<file path="config.mk">
export PLATFORM = sky130hd
export DESIGN_NAME = midi_tx
export DESIGN_NICKNAME = d
export VERILOG_FILES = /design/src/rtl/midi_pkg.sv /design/src/rtl/midi_tx_byte.sv /design/src/rtl/midi_tx.sv
export SDC_FILE = /design/constraint.sdc
export NUM_CORES = 1
export LEC_CHECK = 0
export ABC_AREA = 1
export CAP_MARGIN = 0
export CORE_AREA = 5 5 88 70
export DETAILED_ROUTE_END_ITERATION = 8
export DIE_AREA = 0 0 93 75
export GPL_ROUTABILITY_DRIVEN = 0
export PLACE_DENSITY = 0.71
export SETUP_SLACK_MARGIN = 0.15
export SYNTH_ARGS = -nofsm -noshare
export SYNTH_HDL_FRONTEND = slang
export SYNTH_HIERARCHICAL = 1
export SYNTH_SLANG_ARGS = --single-unit
</file>
<file path="constraint.sdc">
create_clock -name clk -period 2.5 [get_ports clk]
set_input_delay 0.5 -clock clk [delete_from_list [all_inputs] [get_ports clk]]
set_output_delay 0.5 -clock clk [all_outputs]
set_load 0.01 [all_outputs]
</file>
<file path="src/rtl/midi_pkg.sv">
// midi_pkg: shared types and helpers for the MIDI transmitter.
//   tx_state_t   : serializer frame state (IDLE, START, DATA, STOP)
//   midi_msg_len : number of bytes in a message, 0 for an invalid status byte
//   MIDI_BAUD, CLK_HZ_DEFAULT : default timing constants
package midi_pkg;

  localparam int MIDI_BAUD      = 31250;
  localparam int CLK_HZ_DEFAULT = 50_000_000;

  typedef enum logic [1:0] {
    IDLE  = 2'd0,
    START = 2'd1,
    DATA  = 2'd2,
    STOP  = 2'd3
  } tx_state_t;

  // Message length from the status byte; 0 when bit 7 is clear (not a status).
  function automatic logic [1:0] midi_msg_len(input logic [7:0] status);
    logic [1:0] len;
    if (!status[7]) begin
      len = 2'd0;
    end else begin
      case (status[6:4])
        3'b100, 3'b101: len = 2'd2;          // Cx, Dx
        3'b111: begin                        // Fx system messages
          case (status[3:0])
            4'h2:       len = 2'd3;
            4'h1, 4'h3: len = 2'd2;
            default:    len = 2'd1;
          endcase
        end
        default: len = 2'd3;                 // 8x, 9x, Ax, Bx, Ex
      endcase
    end
    return len;
  endfunction

endpackage

</file>
<file path="src/rtl/midi_tx_byte.sv">
// midi_tx_byte: single-byte 8N1 serializer, LSB first, idle-high line.
// Ports:
//   clk, rst_n : clock, asynchronous active-low reset
//   start      : load data and begin a frame (honoured in IDLE and in the
//                last cycle of STOP, so frames can run back to back)
//   data       : byte to send, sampled when start is accepted
//   serial     : registered line output
//   done       : high during the final cycle of the stop bit
module midi_tx_byte
  import midi_pkg::*;
#(
  parameter int CLKS_PER_BIT = 1600
) (
  input  logic       clk,
  input  logic       rst_n,
  input  logic       start,
  input  logic [7:0] data,
  output logic       serial,
  output logic       done
);

  localparam int CW = (CLKS_PER_BIT > 1) ? $clog2(CLKS_PER_BIT) : 1;
  localparam logic [CW-1:0] BAUD_LAST = CW'(CLKS_PER_BIT - 1);

  tx_state_t      state_r;
  logic [CW-1:0]  baud_r;
  logic [3:0]     bit_r;     // 0 = start, 1..8 = data, 9 = stop
  logic [7:0]     shift_r;
  logic           serial_r;
  logic           bit_end_s;

  assign bit_end_s = (baud_r == BAUD_LAST);
  assign done      = (state_r == STOP) && bit_end_s;
  assign serial    = serial_r;

  // Frame FSM: baud counter, bit index, shift register and line driver.
  always_ff @(posedge clk or negedge rst_n) begin
    if (!rst_n) begin
      state_r  <= IDLE;
      baud_r   <= '0;
      bit_r    <= 4'd0;
      shift_r  <= 8'h00;
      serial_r <= 1'b1;
    end else begin
      case (state_r)
        IDLE: begin
          baud_r <= '0;
          bit_r  <= 4'd0;
          if (start) begin
            shift_r  <= data;
            serial_r <= 1'b0;
            state_r  <= START;
          end
        end
        START: begin
          if (bit_end_s) begin
            baud_r   <= '0;
            bit_r    <= bit_r + 4'd1;
            serial_r <= shift_r[0];
            shift_r  <= {1'b0, shift_r[7:1]};
            state_r  <= DATA;
          end else begin
            baud_r <= baud_r + 1'b1;
          end
        end
        DATA: begin
          if (bit_end_s) begin
            baud_r <= '0;
            bit_r  <= bit_r + 4'd1;
            if (bit_r == 4'd8) begin
              serial_r <= 1'b1;
              state_r  <= STOP;
            end else begin
              serial_r <= shift_r[0];
              shift_r  <= {1'b0, shift_r[7:1]};
            end
          end else begin
            baud_r <= baud_r + 1'b1;
          end
        end
        STOP: begin
          if (bit_end_s) begin
            baud_r <= '0;
            bit_r  <= 4'd0;
            // Chain straight into the next start bit with no idle gap.
            if (start) begin
              shift_r  <= data;
              serial_r <= 1'b0;
              state_r  <= START;
            end else begin
              state_r <= IDLE;
            end
          end else begin
            baud_r <= baud_r + 1'b1;
          end
        end
        default: begin
          state_r  <= IDLE;
          serial_r <= 1'b1;
        end
      endcase
    end
  end

endmodule

</file>
<file path="src/rtl/midi_tx.sv">
// midi_tx: MIDI DIN transmitter. Accepts one message (status + up to two
// data bytes) per valid/ready handshake and sends its bytes as back-to-back
// 8N1 frames through midi_tx_byte.
// Ports:
//   clk, rst_n : clock, asynchronous active-low reset
//   msg_bytes  : [23:16] status, [15:8] data1, [7:0] data2
//   msg_valid  : message present; accepted when msg_ready is also high
//   msg_ready  : high only while idle
//   serial     : MIDI TX line, registered, idles high
//   busy       : high from accept until the final stop bit completes
//   msg_err    : one-cycle pulse after accepting a message whose status[7]==0
// Optional feature: define MIDI_RUNNING_STATUS_EN to omit a channel status
// byte (80..EF) that repeats the last transmitted status.
module midi_tx
  import midi_pkg::*;
#(
  parameter int CLK_HZ       = CLK_HZ_DEFAULT,
  parameter int BAUD         = MIDI_BAUD,
  parameter int CLKS_PER_BIT = CLK_HZ / BAUD
) (
  input  logic        clk,
  input  logic        rst_n,
  input  logic [23:0] msg_bytes,
  input  logic        msg_valid,
  output logic        msg_ready,
  output logic        serial,
  output logic        busy,
  output logic        msg_err
);

  logic        msg_ready_r, busy_r, msg_err_r;
  logic [15:0] rest_r;     // bytes still to send, next one in [15:8]
  logic [1:0]  rem_r;      // count of bytes in rest_r
  logic [7:0]  status_s, d1_s, d2_s;
  logic [1:0]  len_s;
  logic        accept_s, skip_s, tx_start_s, tx_done_s;
  logic [7:0]  tx_data_s;

  assign status_s = msg_bytes[23:16];
  assign d1_s     = {1'b0, msg_bytes[14:8]};
  assign d2_s     = {1'b0, msg_bytes[6:0]};
  assign len_s    = midi_msg_len(status_s);
  assign accept_s = msg_valid && msg_ready_r;

`ifdef MIDI_RUNNING_STATUS_EN
  logic [7:0] rs_r;        // last transmitted channel status, 0 = none

  assign skip_s = status_s[7] && (status_s < 8'hF0) && (status_s == rs_r);

  // Running-status register: channel status stored, F0..F7 clears, F8..FF keeps.
  always_ff @(posedge clk or negedge rst_n) begin
    if (!rst_n) begin
      rs_r <= 8'h00;
    end else if (accept_s && status_s[7]) begin
      if (status_s < 8'hF0) begin
        rs_r <= status_s;
      end else if (status_s <= 8'hF7) begin
        rs_r <= 8'h00;
      end else begin
        rs_r <= rs_r;
      end
    end else begin
      rs_r <= rs_r;
    end
  end
`else
  assign skip_s = 1'b0;
`endif

  // Byte feed: first byte at accept, following bytes in the last stop cycle.
  always_comb begin
    tx_start_s = 1'b0;
    tx_data_s  = 8'h00;
    if (accept_s && status_s[7]) begin
      tx_start_s = 1'b1;
      tx_data_s  = skip_s ? d1_s : status_s;
    end else if (busy_r && tx_done_s && (rem_r != 2'd0)) begin
      tx_start_s = 1'b1;
      tx_data_s  = rest_r[15:8];
    end else begin
      tx_start_s = 1'b0;
      tx_data_s  = 8'h00;
    end
  end

  // Message sequencer: handshake, byte queue and status outputs.
  always_ff @(posedge clk or negedge rst_n) begin
    if (!rst_n) begin
      msg_ready_r <= 1'b1;
      busy_r      <= 1'b0;
      msg_err_r   <= 1'b0;
      rest_r      <= 16'h0000;
      rem_r       <= 2'd0;
    end else begin
      msg_err_r <= 1'b0;
      if (accept_s) begin
        if (!status_s[7]) begin
          msg_err_r <= 1'b1;     // dropped: stays idle and ready
        end else begin
          busy_r      <= 1'b1;
          msg_ready_r <= 1'b0;
          rest_r      <= skip_s ? {d2_s, 8'h00} : {d1_s, d2_s};
          rem_r       <= skip_s ? (len_s - 2'd2) : (len_s - 2'd1);
        end
      end else if (busy_r && tx_done_s) begin
        if (rem_r != 2'd0) begin
          rest_r <= {rest_r[7:0], 8'h00};
          rem_r  <= rem_r - 2'd1;
        end else begin
          busy_r      <= 1'b0;
          msg_ready_r <= 1'b1;
        end
      end else begin
        rem_r <= rem_r;
      end
    end
  end

  midi_tx_byte #(
    .CLKS_PER_BIT (CLKS_PER_BIT)
  ) u_byte (
    .clk    (clk),
    .rst_n  (rst_n),
    .start  (tx_start_s),
    .data   (tx_data_s),
    .serial (serial),
    .done   (tx_done_s)
  );

  assign msg_ready = msg_ready_r;
  assign busy      = busy_r;
  assign msg_err   = msg_err_r;

endmodule

</file>
==> metrics.md <==
| Metric | Value |
|---|---|
| Sequential element share of the synthesized area | `45.0%` |
| Flops & latches, synth | `45` |
| Setup violators final | `0` |
| Wire per inst | `12.2 microns` |
| Post-Synth Simple-Gate Area | `31.7%` |
| Storage element area | `1130 sq um` |
| P_leak | `~1.5 nW` |
| Synth top area share | `a little over two fifths` |
| Pwr/cell area | `about 880 nW/um^2` |
| Critical path required time | `2.69 ns` |
| Vias in the first global route | `2084` |
| DRC | `0` |
| Hold WS | `0.273 ns` |
| Cell area after technology mapping | `around 2500 sq um` |
| Antenna Diode Count | `0` |
| Xor and xnor area share after synthesis | `under 10%` |
| CP Max Fanout | `8` |
| Syn nets | `361` |
| RSZ-0062 raised after global routing | `false` |
| Layout cells sized above 1 | `10.5%` |
| Area leader, netlist | `dfrtp_1` |
| TNS Setup | `0 ns` |
| Status | `completed` |
| Routed via count | `2152` |
| Vias/cell | `5.08` |
| Num CTS Buffers | `5` |
| H-tree levels | `2` |
| Synth unique cells | `31` |
| Final period util | `86.3%` |
| CP Data Arrival Time | `2.35 ns` |
| Clk_skew | `0.00848 ns` |
| Root Buffer | `clkbuf_8` |
| Multiplexer share of the synthesized area | `0.449%` |
| Clock sink count | `45` |
| Hold crit path type | `in2async` |
| Iteration-0 DRC Markers | `97` |
| Combinational family with the most area after synthesis | `simple AND/OR/NAND/NOR gates` |
| Die width | `around 93 microns` |
| Fin. max-slew vios | `0` |
| Routed wire length | `5170 microns` |
| Die area | `6980 sq um` |
| Cells after synthesis | `~330` |
| Minimum clock period | `2.16 ns` |
| GRT Residual Overflow | `0` |
| Die Height | `75 microns` |
| GR Util All Layers | `16.1%` |
| Most common cell in the netlist | `nand2_1` |
| Largest net degree at the start of global routing | `46` |
| Tot Pwr | `2.63 mW` |
| CTS Hold Bufs | `0` |
| YS warnings | `6` |
| Initial antenna violation count | `0` |
| Compound-Gate Fraction of Synth Area | `roughly 8.7%` |
| Worst VDD drop | `0.414 mV` |
| CP Class | `reg2reg` |
| Fillcell total | `496` |
| Max_cap viols | `0` |
| Worst-Margin Slew | `between 0.5 and 0.6 ns` |
| Area Overhead vs Synth | `19.0%` |
| Critical path startpoint category | `register` |
| Placed cell count | `414` |
| Nets | `396` |
| DP Wirelength | `roughly 3700 microns` |
| Clk Latency, worst-skew pair | `0.30 ns` |
| ANT nets after route | `0` |
| Post-synth EDFFs | `0` |
| Main area contributors after synthesis | `dfrtp_1 43%, nand2_1 16%, inv_1 5.4%, o21ai_0 5.0%, nand3_1 4.2%` |
| Worst-path clk slew | `around 0.080 ns` |
| Initial core utilization | `just under 50%` |
| IO Port Bufs | `28` |
| Fmax | `463 MHz` |
| CTS tree | `done` |
| Worst setup EP type | `register` |
| Footprint of the multi-input gates | `about 1200 sq um` |
| Most common library cells after synthesis | `110 x nand2_1, 43 x dfrtp_1, 36 x inv_1` |
| Clk buf depth | `2` |
| First-pass detailed-route iteration total | `4` |
| Avg Cell Area, Syn | `7.69 sq um` |
| Hold Fails Final Rpt | `0` |
| Synth async-reset ratio | `100%` |
| Adder-Cell Fraction of Synth Area | `under 10%` |
| Final cell count without fillers | `between 400 and 500` |
| Std cell rows | `23` |
| Io pins | `31` |
| Max_slew headroom | `62.5%` |
| Post-synth top flop | `dfrtp_1` |
| Core Area | `5180 sq um` |
| First-pass GRT wire length | `8980 microns` |
==> flip-flops by register name, summed over array words and instances (netlist names) <==
name / count
msg_err: 1
u_byte/bit_r: 4
busy: 1
u_byte/shift_r: 8
rest_r: 14
u_byte/serial: 1
u_byte/state_r: 2
u_byte/baud_r: 11
rem_r: 2
msg_ready: 1
==> repair_timing <==
item	4_1_cts	5_1_grt
setup endpoints to repair	0	10
resized for setup	0	6
buffers inserted	0	1
==> final cells by class <==
type,count,area share [%]
Clock buffer,7,2.90
Clock inverter,1,0.252
Inverter,39,5.37
Multi-Input combinational cell,235,40.1
Sequential cell,45,37.9
Tap cell,62,2.60
Timing Repair Buffer,34,10.7
Timing Repair inverter,1,0.168
==> worst paths after layout <==
kind	endpoint	cells after the start	from	slack, ns
max reg2reg	u_byte/shift_r[5]$_DFFE_PN0P_	14	u_byte/baud_r[0]$_DFF_PN0_	0.34
max	u_byte/shift_r[5]$_DFFE_PN0P_	14	u_byte/baud_r[0]$_DFF_PN0_	0.34
min	u_byte/baud_r[8]$_DFF_PN0_	2	rst_n	0.27
max in group asynchronous	u_byte/shift_r[1]$_DFFE_PN0P_	2	rst_n	1.84
min reg2reg	u_byte/serial$_DFFE_PN1P_	2	u_byte/serial$_DFFE_PN1P_	0.47
min in group clk	u_byte/serial$_DFFE_PN1P_	2	u_byte/serial$_DFFE_PN1P_	0.47
==> power by group <==
part	switching, mW	leakage, nW	internal (mW)
Sequential	0.140	0.589	0.941
Combinational	0.674	0.863	0.402
Clock	0.250	0.0445	0.225
==> through the flow <==
step | instance area (sq um) | setup slack (ns) | utilization, %
2_1_floorplan | 2510 | 0.415 | -
3_3_place_gp | 2840 | 0.298 | 54.9
3_5_place_dp | 2840 | 0.236 | 54.9
4_1_cts | 2940 | 0.218 | 56.7
5_1_grt | 2980 | 0.142 | 57.6
6_report | 2980 | 0.342 | 57.6
==> critical path, stage by stage (launching register included) <==
cell and delay, ns:
dfrtp_1 0.40, ha_2 0.24, nand3_4 0.11, nor2_4 0.15
nand2_4 0.09, nor2_1 0.10, nand2_1 0.11, nor2_4 0.12
inv_1 0.05, nand2_1 0.11, o21ai_1 0.11, bufinv_8 0.23
nand2_4 0.08, nand2_1 0.07, nand2_1 0.05
==> kinds of logic after synthesis <==
kind of cell	Yosys count
AO/OA/AOI/OAI	40
XOR/XNOR	6
adder cells (fa/ha/maj)	8
buffers and inverters	46
flip-flops	45
multiplexers	1
AND/OR/NAND/NOR	180
==> routing by layer <==
| metal | wire, microns | part of all wire, % | vias to the layer above | global-route usage [%] |
|---|---|---|---|---|
| met5 | 0 | 0 | - | 0 |
| met4 | 38 | 0.74 | 0 | 4.39 |
| met3 | 252 | 4.9 | 5 | 3.50 |
| met2 | 2440 | 47 | 45 | 28.3 |
| met1 | 2430 | 47 | 1003 | 20.5 |
| li1 | - | - | 1099 | - |
==> layout by cell type (no fill, tap or decap), drive strengths merged, types with 2 or more instances in the layout <==
cell,n
a21oi,6
buf,7
clkbuf,7
clkdlybuf4s50,27
dfrtp,43
dfstp,2
ha,8
inv,38
nand2,114
nand3,27
nand4,4
nor2,31
nor3,3
o21ai,31
xor2,5
No activity file was read; power rests on OpenSTA's default activity.
==> edit: new RTL, same settings <==
Add a define of `MIDI_RUNNING_STATUS_EN`.
--- a/src/rtl/midi_tx.sv
+++ b/src/rtl/midi_tx.sv
@@ -11,6 +11,8 @@
 //   msg_err    : one-cycle pulse after accepting a message whose status[7]==0
 // Optional feature: define MIDI_RUNNING_STATUS_EN to omit a channel status
 // byte (80..EF) that repeats the last transmitted status.
+`define MIDI_RUNNING_STATUS_EN
+
 module midi_tx
   import midi_pkg::*;
 #(
Behaviour: same outputs for any inputs over 10 cycles, from zero or initial values and one cycle with rst_n low; that may be too few to reach the edited logic, so the function may still have changed.
==> edit against the original RTL <==
Sequential cell count rose by 8. Cell area up 31%. Largest power group unchanged. Setup slack worse by 54 ps. Wire length grew 50%. Critical endpoint unchanged. Area after synthesis is 32% higher. Total power shrank 44%. Highest routed layer unchanged. Clock power grew 3%. Critical path type is now in -> reg. Critical path depth decreased by 3.
==> edit: results (changes against the original RTL) <==
[outcome]
outcome = complete, no violations

[worst_setup_path]
reg2reg_to = u_byte/shift_r[4]
r2r-start = u_byte/baud_r[1]
critical-path-slowest-cell = clkdlybuf4s50_1
worst_path_largest_cell_delay_ps = 530  ; +130 ps
crit_arrival_ps = 2460  ; +110 ps
worst-r2r-setup-slack_ps = 360  ; +20 ps

[sta]
timing.hold.ws_ps = 196.4  ; -76.75 ps
final.setup_skew_ps = 6.624  ; -1.854 ps

[synthesis]
synth.top_cell.area_share_pct = 38.65  ; -4.3 points
synth_nets = 481  ; +33%
syn-mean-instance-area_um2 = 7.420  ; -3.5%
yosysSeqAreaShare_pct = 40.24  ; -4.8 points
synth_cell_type_count = 38  ; +23%
synthTopCellsByCount = 123 x nand2_1, 52 x nor2_1, 51 x dfrtp_1

[pwr]
p_int_mw = 1.116  ; -29%
total_leakage_power_nw = 1.898  ; +27%
max-vdd-ir-drop_uv = 392.1  ; -5.3%

[final_layout]
nets = 529  ; +34%
drive_above_1_share_pct = 15.59  ; +5.1 points
final_std_cells_w_o_fill = 556  ; +31%

[global_routing]
groute.usage.overall_pct = 24.21  ; +8.1 points
grt_max_degree = 29  ; -37%
grt_pass1_wl_um = 13310  ; +48%

[drt]
average_via_count_per_standard_cell = 5.489  ; +8.2%
drt_iter0_drc = 266  ; +170%
detailedRoute.firstPassIterationCount = 5  ; +1
post_drt_wl_per_cell_um = 13.98  ; +15%

[place]
place.port_buffers = 28  ; unchanged
total_cell_area_at_the_placement_stage_um2 = 3749  ; +32%
placedCellCount = 546  ; +32%

[cts]
path_clk_slew_ps = 100  ; +20 ps

## edit: changes by cell type after synthesis, moves of 7 or more
cell / change
nor2_1: +24
inv_1: +8
dfrtp_1: +8
nand2_1: +13
o21bai_1: +8
a21oi_1: +15
o21ai_0: -9
nand3_1: +20
o21ai_2: +7
## edit: cell families after synthesis
family	synth area share (%)
XOR/XNOR	1.591
adder cells (fa/ha/maj)	3.410
flip-flops	40.24
AND/OR/NAND/NOR	34.07
buffers and inverters	7.995
AO/OA/AOI/OAI	12.69
## edit: worst max-delay path, delay by kind of cell
kind                   cells  cell delay (ps)
and+or+nand+nor            7              910
buffers and inverters      1              530
AOI/OAI and AO/OA          3              520
## edit: worst max-delay path by stage
| stage | startpoint | to | slack [ps] | cells after the start |
|---|---|---|---|---|
| after floorplan | u_byte/baud_r[0] | u_byte/shift_r[6] | 500 | 15 |
| after global placement | msg_bytes[20] | u_byte/shift_r[5] | 60 | 11 |
| after detailed placement | msg_bytes[20] | u_byte/shift_r[5] | -10 | 11 |
| after CTS | u_byte/baud_r[0] | u_byte/state_r[1] | 200 | 14 |
| after global routing | u_byte/baud_r[1] | u_byte/shift_r[2] | 150 | 16 |
| final | msg_bytes[20] | u_byte/shift_r[5] | 290 | 11 |
## edit: layout make-up
type	count	area share (%)
Timing Repair Buffer	49	11.44
Clock inverter	2	0.3856
Clock buffer	6	1.864
Multi-Input combinational cell	331	44.63
Tap cell	62	1.992
Sequential cell	53	34.16
Inverter	53	5.527
## edit: routing by layer
metal / part of all wire [%] / GRT usage [%] / up-vias
met5: 0 / 0 / -
met4: 1.1 / 5.366 / 0
met3: 5.7 / 3.896 / 10
met2: 46 / 40.06 / 92
met1: 47 / 34.17 / 1431
li1: - / - / 1519
## edit: stage by stage
step | utilization, % | setup WS, ps | TNS [ps]
6_report | 75.17 | 288.1 | 0
5_1_grt | 75.17 | 153.9 | 0
4_1_cts | 74.06 | 198.7 | 0
3_5_place_dp | 72.37 | -10.33 | -10.33
3_3_place_gp | 72.37 | 60.21 | 0
2_1_floorplan | - | 497.7 | 0
## edit: what timing repair did
| item | CTS | global route |
|---|---|---|
| setup endpoints to repair | 0 | 10 |
| gates resized for setup | 0 | 9 |
| setup buffers | 0 | 2 |
## edit: power groups by stage
stage | registers [mW] | logic (mW) | clock network, mW
after floorplan | 0.874 | 0.0453 | 0
after global placement | 0.874 | 0.130 | 0
after detailed placement | 0.874 | 0.133 | 0
after CTS | 0.857 | 0.133 | 0.497
after global routing | 0.857 | 0.145 | 0.533
final | 0.857 | 0.133 | 0.488
